$ cat config.mk
export PLATFORM = sky130hd
export DESIGN_NAME = issue_controller
export DESIGN_NICKNAME = d
export VERILOG_FILES = /design/src/rtl/issue_controller.sv
export SDC_FILE = /design/constraint.sdc
export NUM_CORES = 1
export LEC_CHECK = 0
export CORE_MARGIN = 4
export CORE_UTILIZATION = 28
export DETAILED_ROUTE_END_ITERATION = 12
export SLEW_MARGIN = 5
export SYNTH_ARGS = -nofsm -noshare
export SYNTH_HDL_FRONTEND = slang
export SYNTH_SLANG_ARGS = --single-unit
$ cat constraint.sdc
create_clock -name clk -period 2.83 [get_ports clk]
set_clock_uncertainty 0.05 [all_clocks]
set_input_delay 0.283 -clock clk [delete_from_list [all_inputs] [get_ports clk]]
set_output_delay 0.283 -clock clk [all_outputs]
set_load 0.005 [all_outputs]
$ cat src/rtl/issue_controller.sv
// Issue controller between decode and the execute units: scoreboard-based hazard
// detection, in-flight limiting, control-flow wait and IF/ID hold/flush generation.
module issue_controller #(
  parameter int UNIT_W       = 3,
  parameter int ERR_UNIT     = 0,
  parameter int MAX_INFLIGHT = 4
) (
  input  logic              clk,
  input  logic              rst,
  input  logic              dec_valid,
  input  logic [UNIT_W-1:0] dec_ex_unit,
  input  logic              dec_stall,
  input  logic              dec_rs1_en,
  input  logic              dec_rs2_en,
  input  logic [4:0]        dec_rs1,
  input  logic [4:0]        dec_rs2,
  input  logic              dec_rd_en,
  input  logic [4:0]        dec_rd,
  input  logic              issue_ready,
  input  logic              wb_en,
  input  logic [4:0]        wb_rd,
  input  logic              ex_done,
  input  logic              cf_done,
  input  logic              cf_taken,
  output logic              issue_valid,
  output logic              id_hold,
  output logic              id_flush,
  output logic              illegal_inst,
  output logic [31:0]       busy
);

  localparam int                CNT_W    = $clog2(MAX_INFLIGHT + 1);
  localparam logic [CNT_W-1:0]  MAX_CNT  = CNT_W'(MAX_INFLIGHT);
  localparam logic [UNIT_W-1:0] ERR_CODE = UNIT_W'(ERR_UNIT);

  typedef enum logic [0:0] {
    RUN     = 1'b0,
    CF_WAIT = 1'b1
  } state_t;

  state_t           state_r;
  logic [31:0]      busy_r;
  logic [31:0]      busy_nxt_s;
  logic [CNT_W-1:0] inflight_r;
  logic [CNT_W-1:0] inflight_nxt_s;
  logic             run_s;
  logic             hazard_s;
  logic             full_s;
  logic             issue_s;
  logic             fire_s;
  logic             illegal_s;
  logic             hold_s;
  logic             flush_s;

  // A register reference is a hazard only if it is pending and not being written back
  // this very cycle (the register file is write-first).
  function automatic logic reg_hazard(input logic        en,
                                      input logic [4:0]  idx,
                                      input logic [31:0] sb,
                                      input logic        wb_v,
                                      input logic [4:0]  wb_idx);
    return en && (idx != 5'd0) && sb[idx] && !(wb_v && (wb_idx == idx));
  endfunction

  // Issue decision, hold/flush generation; everything is forced low while reset is held.
  always_comb begin
    run_s    = (state_r == RUN);
    hazard_s = reg_hazard(dec_rs1_en, dec_rs1, busy_r, wb_en, wb_rd) ||
               reg_hazard(dec_rs2_en, dec_rs2, busy_r, wb_en, wb_rd) ||
               reg_hazard(dec_rd_en,  dec_rd,  busy_r, wb_en, wb_rd);
    full_s    = (inflight_r == MAX_CNT) && !ex_done;
    illegal_s = !rst && dec_valid && run_s && (dec_ex_unit == ERR_CODE);
    issue_s   = !rst && dec_valid && run_s && (dec_ex_unit != ERR_CODE) && !hazard_s && !full_s;
    fire_s    = issue_s && issue_ready;
    flush_s   = !rst && !run_s && cf_done && cf_taken;
    if (rst) begin
      hold_s = 1'b0;
    end else if (run_s) begin
      hold_s = dec_valid && !fire_s && !illegal_s;
    end else begin
      hold_s = !cf_done;
    end
  end

  // Next scoreboard: clear on writeback, then set on issue so a same-index set wins.
  always_comb begin
    busy_nxt_s = busy_r;
    if (wb_en) begin
      busy_nxt_s[wb_rd] = 1'b0;
    end else begin
      busy_nxt_s = busy_nxt_s;
    end
    if (fire_s && dec_rd_en && (dec_rd != 5'd0)) begin
      busy_nxt_s[dec_rd] = 1'b1;
    end else begin
      busy_nxt_s = busy_nxt_s;
    end
    busy_nxt_s[0] = 1'b0;
  end

  // Next in-flight count; completion with nothing outstanding saturates at zero.
  always_comb begin
    if (fire_s && !ex_done) begin
      inflight_nxt_s = inflight_r + CNT_W'(1);
    end else if (!fire_s && ex_done && (inflight_r != '0)) begin
      inflight_nxt_s = inflight_r - CNT_W'(1);
    end else begin
      inflight_nxt_s = inflight_r;
    end
  end

  // Tracking state: scoreboard and in-flight counter.
  always_ff @(posedge clk or posedge rst) begin
    if (rst) begin
      busy_r     <= 32'h0000_0000;
      inflight_r <= '0;
    end else begin
      busy_r     <= busy_nxt_s;
      inflight_r <= inflight_nxt_s;
    end
  end

  // Control-flow FSM: park in CF_WAIT from a control-flow issue until it resolves.
  always_ff @(posedge clk or posedge rst) begin
    if (rst) begin
      state_r <= RUN;
    end else begin
      case (state_r)
        RUN: begin
          if (fire_s && dec_stall) begin
            state_r <= CF_WAIT;
          end else begin
            state_r <= RUN;
          end
        end
        CF_WAIT: begin
          if (cf_done) begin
            state_r <= RUN;
          end else begin
            state_r <= CF_WAIT;
          end
        end
        default: state_r <= RUN;
      endcase
    end
  end

  assign issue_valid  = issue_s;
  assign id_hold      = hold_s;
  assign id_flush     = flush_s;
  assign illegal_inst = illegal_s;
  assign busy         = busy_r;

endmodule

**Word level (Yosys, flattened, before mapping)**

Index checks and enable logic that the tools add are counted.

- Bits in latches: 0
- Memories kept: 0
- Word-level logic and storage cells: 90
- Memory bits (read-only): 0
- Bits in writable memories: 0
- Flip-flop bits (word level): 35

- Eq/ne operators: 4
- Multiplexer cells: 19
- Reduce and logical (&&, ||, !) cells: 52
- Bitwise operators: 4
- Div/mod/pow operators: 0
- Order comparisons: 6
- Multipliers: 0
- Shift operators: 0
- Add/sub/neg operators: 2

Operators by type and width:

| operator | count |
|---|---|
| $mux W32 | 2 |
| $logic_and A1 B1 Y1 | 33 |
| $and A32 B32 Y32 | 1 |
| $not A32 Y32 | 1 |
| $or A32 B32 Y32 | 1 |
| $lt A5 B6 Y1 const B | 4 |
| $bmux W1 S5 | 3 |
| $eq A5 B5 Y1 | 3 |
| $reduce_bool A5 Y1 | 3 |
| $demux W1 S5 | 2 |
| $ge A5 B1 Y1 const B | 2 |
| $logic_not A1 Y1 | 10 |
| $mux W1 | 9 |
| $mux W3 | 2 |
| $reduce_bool A3 Y1 | 2 |
| $add A3 B1 Y3 const B | 1 |
| $eq A3 B3 Y1 const B | 1 |
| $logic_not A3 Y1 | 1 |
| $sub A3 B1 Y3 const B | 1 |
| $logic_or A1 B1 Y1 | 2 |
| $pmux W1 S2 | 1 |
| $reduce_bool A2 Y1 | 1 |
| $not A1 Y1 | 1 |

**Logic depth before layout (Yosys ltp)**

Gate-level depths: netlist of the first run.

- Word-level depth: 15
- Mapped depth: 13

**Least setup slack after synthesis of the first run**

OpenSTA, ideal clock, no wires.

- Path kind: input -> register
- From: input rst
- To: register inflight_r[2]
- Path slack: -0.016 ns
- Stages: 10
- Required time: 2.651 ns
- Path buffers: 0
- Arrival: 2.667 ns
- Cell sequence: inv_1 > nand3b_1 > nor3_1 > nand3_1 > or3_1 > fa_1 > nor2b_1 > o21ai_0 > a21oi_1 > a31oi_1

- Longest elaborated chain between the ends: 11
- Elaborated cells on any way between the ends: 13

Ends and longest elaborated chain:

| what | line | text |
|---|---|---|
| start, declared | 9 | `input logic rst,` |
| $logic_not A1 Y1 (no source line) * | -- |  |
| $logic_and A1 B1 Y1 * (5 in series) | 73 | `issue_s = !rst && dec_valid && run_s && (dec_ex_unit != ERR_CODE) && !hazard_s && !full_s;` |
| $logic_and A1 B1 Y1 * | 74 | `fire_s = issue_s && issue_ready;` |
| $logic_not A1 Y1 | 105 | `end else if (!fire_s && ex_done && (inflight_r != '0)) begin` |
| $logic_and A1 B1 Y1 (2 in series) | 105 |  |
| $reduce_bool A2 Y1 (no source line) | -- |  |
| end signal, assigned | 119 | `inflight_r <= inflight_nxt_s;` |
| end, declared | 44 | `logic [CNT_W-1:0] inflight_r;` |

Mark *: on every way between the ends. The rest lies on a longest branch, timed or not.
A chain may end at the register's enable or synchronous reset.

**Worst setup path in the final report of the first run**

- From: register busy_r[24] (netlist: busy[24])
- To: register inflight_r[2]

- Longest elaborated chain between the ends: 14
- Elaborated cells on any way between the ends: 24

Ends and longest elaborated chain:

| what | line | text |
|---|---|---|
| start, declared | 42 | `logic [31:0] busy_r;` |
| start signal, assigned | 118 | `busy_r <= busy_nxt_s;` |
| $bmux W1 S5 | 62 | `return en && (idx != 5'd0) && sb[idx] && !(wb_v && (wb_idx == idx));` |
| $mux W1 (implied by the code) | 62 |  |
| $logic_and A1 B1 Y1 (2 in series) | 62 |  |
| $logic_or A1 B1 Y1 | 68 | `hazard_s = reg_hazard(dec_rs1_en, dec_rs1, busy_r, wb_en, wb_rd) \|\|` |
| $logic_or A1 B1 Y1 * | 69 | `reg_hazard(dec_rs2_en, dec_rs2, busy_r, wb_en, wb_rd) \|\|` |
| $logic_not A1 Y1 * | 73 |  |
| $logic_and A1 B1 Y1 * (2 in series) | 73 |  |
| $logic_and A1 B1 Y1 * | 74 |  |
| $logic_not A1 Y1 | 105 |  |
| $logic_and A1 B1 Y1 (2 in series) | 105 |  |
| $reduce_bool A2 Y1 (no source line) | -- |  |

Mark *: on every way between the ends. The rest lies on a longest branch, timed or not. The select of a mux whose other input is x is not followed.

==> impl_metrics.csv, run 1 <==
group,metric,value,unit
critical_path,crit_chain,"mux2i_1 -> o22ai_1 -> or4_4 -> a22oi_2 -> o22ai_2 -> or3_4 -> fa_2 -> nor2b_2 -> o21ai_1 -> a21oi_1 -> a31oi_1",
timing,timing.max_slew.rel_slack,64.7,%
timing,hold_violations,0,
die,die_area,11800,µm²
drt,dr.pass1.iters,5,
synthesis,synth_cell_type_count,51,
critical_path,worst_ep_arrival_time,3.10,ns
cts,tritoncts,"built",
cts,clk_latency,0.29,ns
pwr,p_int,0.00104,W
timing,fin_crit,2.98,ns
hold_path,min_path_type,"in -> async",
die,die_x,109,µm
synthesis,yosysSeqAreaShare,30.9,%
drt,viasPerCell,5.43,
critical_path,crit_buf_inv,0,
grt,grt.total_usage,19.3,%
grt,grt_max_degree,37,
critical_path,cp_max_fo,4,
grt,first_global_vias,3238,
grt,antenna_found_initial,0,
placement,portBuffers,69,
layout,area_growth,58.7,%
layout,fin_nets,479,
cts,clockBufferDepth,2,
pwr,p_comb_share,38.1,%
timing,clock.fmax,0.336,GHz
pwr,report.power.total,0.00156,W
synthesis,syn_area,2840,µm²
critical_path,required,2.95,ns
layout,drive_gt1_share,36.0,%
pwr,clock_power_share,22.9,%
drt,ant_nets,0,
drt,wl_per_cell,19.1,µm
timing,setup_viol,10,
pwr,powerDensity,347,nW/µm²
die,io_pins,71,
cts,cts_max_level,2,
die,start_util,28.9,%
timing,rsz0062_at_grt,"true",
synthesis,synth_enable_flop_cells,0,
drt,vias,3135,
run_status,violations,"negative setup slack",
drt,drc,0,
die,rows,36,
pwr,sequentialPowerShare,39.1,%
placement,gp_congestion,0.985,
timing,maxSlewViolCount,0,
die,core,9820,µm²
synthesis,yosys_warnings,0,
synthesis,async_flop_share,100,%
critical_path,cp-start-kind,"flip-flop",
timing,finalCritPeriodShare,105,%
layout,final-instance-count-excl-fill,577,
die,die_h,109,µm
cts,root_buffer,"clkbuf_8",
synthesis,syn_inst,294,
cts,clock_sinks,35,
critical_path,cp-end-kind,"flip-flop",
cts,path_clk_slew,0.07,ns
layout,antenna_cells,0,
pwr,switchingPower,0.000528,W
critical_path,path_delay_family,"simple AND/OR/NAND/NOR gates",
run_status,status,"finished with violations",
placement,dp_hpwl,8380,µm
placement,dpl.cell_count,556,
grt,grt.overflow.total,0,
pwr,p_sw_share,33.7,%
cts,cts-buffers-inserted,5,
run,drv_cap,0,
critical_path,worstSetupPathType,"reg -> reg",
drt,drtIter0Drc,251,
pwr,max-vdd-ir-drop,0.177,mV
synthesis,synth_ff_type,"dfrtp_1",
pwr,p_leak,1.91,nW
synthesis,synth-seq-cells,35,
critical_path,crit_slowest_cell,"or4_4",
layout,fillers,973,
drt,wl,11000,µm
grt,grt_pass1_wl,17600,µm
timing,worst_pin_slew,0.530,ns
synthesis,syn_nets,330,
placement,place_area,4230,µm²
timing,fin_ws,-0.148,ns
layout,fin_area,4500,µm²
critical_path,max_stage_delay,0.54,ns
synthesis,synth_area_per_cell,9.65,µm²
worst register-to-register path: cells and delay by family (launching register included):
family | cells | cell delay, ns
multiplexers | 1 | 0.19
adder cells (fa/ha/maj) | 1 | 0.35
AO/OA/AOI/OAI | 6 | 0.79
AND/OR/NAND/NOR | 3 | 1.06
flip-flops | 1 | 0.42
layout by cell type (no fill, tap or decap), drive strengths merged, types with 5 or more instances in the layout:
cell	count
xor2	8
xnor2	8
clkbuf	7
dlygate4sd2	9
o22ai	5
o31ai	24
nor2	11
nand3b	10
nand2	12
nand2b	5
clkdlybuf4s50	49
mux2i	22
buf	100
o21ai	44
mux4	12
dfrtp	35
or3b	6
nand3	9
mux2	5
through the flow:
stage	util [%]	hold slack (ns)	TNS [ns]	setup slack, ns
final	45.8	0.441	-0.534	-0.148
after global routing	45.8	0.497	-1.39	-0.226
after CTS	45.1	0.479	-0.268	-0.175
after detailed placement	43.1	0.515	-13.40	-0.795
after global placement	43.1	0.504	-11.18	-0.728
after floorplan	-	0.187	0	0.0104
metal layers:
| layer | GRT usage, % | part of all wire [%] | wire length, µm | vias to the layer above |
|---|---|---|---|---|
| met4 | 6.22 | 2.4 | 262 | 0 |
| met3 | 3.61 | 9.1 | 999 | 18 |
| met1 | 26.3 | 42 | 4650 | 1529 |
| li1 | - | - | - | 1436 |
| met2 | 30.8 | 46 | 5090 | 152 |
| met5 | 0 | 0 | 0 | - |
path summary, 6_finish.rpt:
check	startpoint	endpoint	slack, ns	cells after the start
max	busy[24]	inflight_r[2]	-0.15	11
min	rst	state_r	0.44	3
max reg2reg	busy[24]	inflight_r[2]	-0.15	11
min reg2reg	state_r	state_r	0.54	2
max in group asynchronous	rst	busy[25]	1.95	3
min in group clk	state_r	state_r	0.54	2
cell type report:
cell class	instances	area (µm²)	area share (%)
Timing Repair Buffer	167	1450	32.2
Inverter	5	22.5	0.500
Sequential cell	35	876	19.5
Clock buffer	5	68.8	1.53
Clock inverter	3	15.0	0.334
Tap cell	133	166	3.70
Multi-Input combinational cell	229	1900	42.2
synthesized netlist by cell type (3+ instances only):
library cell	n	area (µm²)
o21ai_2	5	43.8
nor4_1	4	25.0
or3b_2	5	43.8
mux2_2	5	56.3
dfrtp_1	35	876
nand2b_1	5	31.3
clkbuf_1	13	48.8
buf_4	3	22.5
o31ai_1	24	180
xnor2_1	8	70.1
o211ai_1	3	22.5
inv_1	5	18.8
o221ai_1	4	35.0
mux2i_1	22	220
o21ai_0	37	185
xor2_1	8	70.1
nor2_1	11	41.3
o22ai_1	5	31.3
nand3_1	8	40.0
a31oi_1	3	18.8
nand4_1	3	18.8
or4_1	3	22.5
buf_2	5	25.0
nand2_1	12	45.0
nand3b_1	8	60.1
a21oi_1	3	15.0
mux4_2	12	270
or3_1	3	18.8
power groups by stage:
stage          logic, W  clock network [W]  registers [W]
3_3_place_gp   0.000534                  0       0.000613
3_5_place_dp   0.000547                  0       0.000616
4_1_cts        0.000577           0.000364       0.000609
5_1_grt        0.000647           0.000388       0.000619
6_report       0.000595           0.000358       0.000611
2_1_floorplan  0.000274                  0       0.000605
state kept, by name, summed over array words and instances, names as in the netlist:
| signal | cells |
|---|---|
| state_r | 1 |
| busy | 31 |
| inflight_r | 3 |
kinds of logic after synthesis:
logic type	after synthesis	synth area share, %
adders and majority gates	1	0.706
AOI/OAI and AO/OA	95	22.0
and+or+nand+nor	77	17.0
DFF	35	30.9
other	1	0.132
buffers and inverters	30	5.12
xor gates and xnor gates	16	4.94
muxes	39	19.3
repair_timing:
action / in CTS / in global routing
hold buffers: 0 / 0
pin swaps: 10 / 14
setup endpoints to repair: 18 / 11
resized for setup: 42 / 22
buffers inserted: 9 / 5
Note: power is estimated with default switching activity, not from simulation.
==> run 2: changes to the inputs <==
--- a/config.mk
+++ b/config.mk
@@ -6,8 +6,9 @@
 export NUM_CORES = 1
 export LEC_CHECK = 0
 export CORE_MARGIN = 4
-export CORE_UTILIZATION = 28
+export CORE_UTILIZATION = 45
 export DETAILED_ROUTE_END_ITERATION = 12
+export PLACE_DENSITY = 0.77
 export SLEW_MARGIN = 5
 export SYNTH_ARGS = -nofsm -noshare
 export SYNTH_HDL_FRONTEND = slang
==> constraint.sdc (replaced) <==
create_clock -name clk -period 2.83 [get_ports clk]
set_clock_uncertainty 0.05 [all_clocks]
set_input_delay 0.283 -clock clk [delete_from_list [all_inputs] [get_ports clk]]
set_output_delay 0.283 -clock clk [all_outputs]
set_load 0.05 [all_outputs]
==> impl_metrics.csv, run 2 (same netlist as run 1, synthesis figures left out) <==
group,metric,value,unit
grt,grt_max_degree,37,
timing,maxSlewViolCount,0,
critical_path,max_stage_delay,0.54,ns
drt,drtIter0Drc,308,
run,drv_cap,0,
placement,place_area,4110,µm²
hold_path,min_path_type,"in -> reg",
critical_path,cp-end-kind,"primary output",
drt,drc,0,
cts,tritoncts,"built",
layout,fillers,467,
pwr,clock_power_share,27.2,%
die,die_area,7640,µm²
placement,dp_hpwl,7710,µm
grt,grt.total_usage,29.3,%
timing,fin_hold_ws,0.457,ns
cts,cts-buffers-inserted,5,
timing,worst_pin_slew,0.576,ns
die,core,6030,µm²
critical_path,worstSetupPathType,"reg -> out",
grt,grt_pass1_wl,17000,µm
pwr,max-vdd-ir-drop,0.344,mV
layout,fin_area,4410,µm²
layout,final_util,73.1,%
critical_path,worst_ep_arrival_time,2.71,ns
pwr,p_sw_share,35.1,%
timing,timing.max_slew.rel_slack,61.5,%
placement,portBuffers,69,
run_status,violations,"negative setup slack",
critical_path,crit_chain,"mux2i_1 -> a22oi_1 -> a311oi_2 -> a311o_1 -> o22ai_2 -> buf_4 -> nor2_2 -> or4b_4 -> a21oi_4 -> buf_12",
die,io_pins,71,
grt,antenna_found_initial,0,
layout,drive_gt1_share,40.3,%
layout,area_growth,55.4,%
timing,clock.fmax,0.328,GHz
drt,viasPerCell,6.47,
critical_path,crit_slowest_cell,"or4b_4",
drt,wl,10900,µm
critical_path,cp-start-kind,"flip-flop",
pwr,switchingPower,0.000621,W
timing,fin_crit,3.04,ns
timing,rsz0062_at_grt,"true",
cts,clockBufferDepth,2,
pwr,p_leak,1.79,nW
timing,fin_ws,-0.215,ns
pwr,sequentialPowerShare,34.6,%
placement,gp_congestion,0.965,
grt,first_global_vias,3223,
timing,hold_violations,0,
layout,layout_common_cells,"70 x buf_4, 48 x clkdlybuf4s50_1, 34 x o21ai_0, 24 x o31ai_1, 22 x dfrtp_2",
timing,finalCritPeriodShare,108,%
cts,clk_latency,0.30,ns
layout,fin_nets,459,
die,rows,28,
critical_path,required,2.50,ns
cts,root_buffer,"clkbuf_8",
drt,ant_nets,0,
drt,dr.pass1.iters,5,
layout,largest_reg_flops,31,
cts,cts_max_level,2,
die,die_h,87.4,µm
cts,path_clk_slew,0.07,ns
layout,antenna_cells,0,
critical_path,cp_max_fo,5,
pwr,powerDensity,402,nW/µm²
pwr,p_comb_share,38.2,%
die,die_x,87.4,µm
pwr,p_int,0.00115,W
timing,fin_tns_setup,-0.486,ns
grt,grt.overflow.total,0,
die,start_util,47.1,%
timing,setup_viol,3,
drt,wl_per_cell,21.9,µm
critical_path,crit_buf_inv,2,
cts,clock_sinks,35,
run_status,status,"finished with violations",
critical_path,path_delay_family,"compound AO/OA/AOI/OAI gates",
drt,vias,3231,
layout,final_common_cell,"buf_4",
-- run 2: path summary, 6_finish.rpt --
| kind | start | slack (ns) | end | cells after the start |
|---|---|---|---|---|
| setup / recovery | busy[18] | -0.21 | id_hold | 10 |
| max in group asynchronous | rst | 1.86 | busy[19] | 3 |
| hold / removal | dec_rd[2] | 0.46 | busy[20] | 4 |
| hold reg to reg | busy[4] | 0.54 | busy[4] | 2 |
| setup reg to reg | busy[30] | -0.17 | inflight_r[2] | 12 |
| min in group asynchronous | rst | 0.51 | state_r | 3 |
-- run 2: power groups by stage --
stage | Combinational, W | Clock [W] | Sequential [W]
final | 0.000677 | 0.000482 | 0.000613
after global placement | 0.000613 | 0 | 0.000620
after floorplan | 0.000291 | 0 | 0.000687
after global routing | 0.000723 | 0.000510 | 0.000620
after CTS | 0.000651 | 0.000483 | 0.000611
after detailed placement | 0.000628 | 0 | 0.000621
-- run 2: through the flow --
| stage | total power (W) | cells | setup WS (ns) |
|---|---|---|---|
| final | 0.00177 | 499 | -0.215 |
| after global routing | 0.00185 | 499 | -0.296 |
| after CTS | 0.00174 | 498 | -0.119 |
| after detailed placement | 0.00125 | 481 | -0.628 |
| after global placement | 0.00123 | 481 | -0.582 |
| after floorplan | 0.000978 | 294 | -0.137 |
-- run 2: final cells by class --
type / instances / area, µm² / share of cell area [%]
inverter: 5 / 22.5 / 0.511
tap: 75 / 93.8 / 2.13
clock buffer: 6 / 82.6 / 1.87
sequential: 35 / 903 / 20.5
timing repair buffer: 147 / 1350 / 30.7
clock inverter: 2 / 35.0 / 0.795
multi-input combinational: 229 / 1920 / 43.5
-- run 2: timing repair --
item,CTS,global route
pin swaps,18,5
buffers inserted,8,1
cloned,1,0
endpoints found under the setup margin,11,6
hold buffers,0,0
resized for setup,52,11
-- run 2: tightest hold or removal path: cells and delay by family --
family	cells	cell delay [ns]
AO/OA/AOI/OAI	1	0.06
AND/OR/NAND/NOR	1	0.13
buffers and inverters	2	0.30
-- run 2: layer usage --
layer | vias up | share of wire (%) | track usage, % | routed length [µm]
li1 | 1402 | - | - | -
met2 | 240 | 46 | 44.3 | 5060
met3 | 48 | 12 | 7.47 | 1260
met4 | 0 | 4.2 | 15.2 | 457
met1 | 1541 | 38 | 38.6 | 4160
met5 | - | 0 | 0 | 0
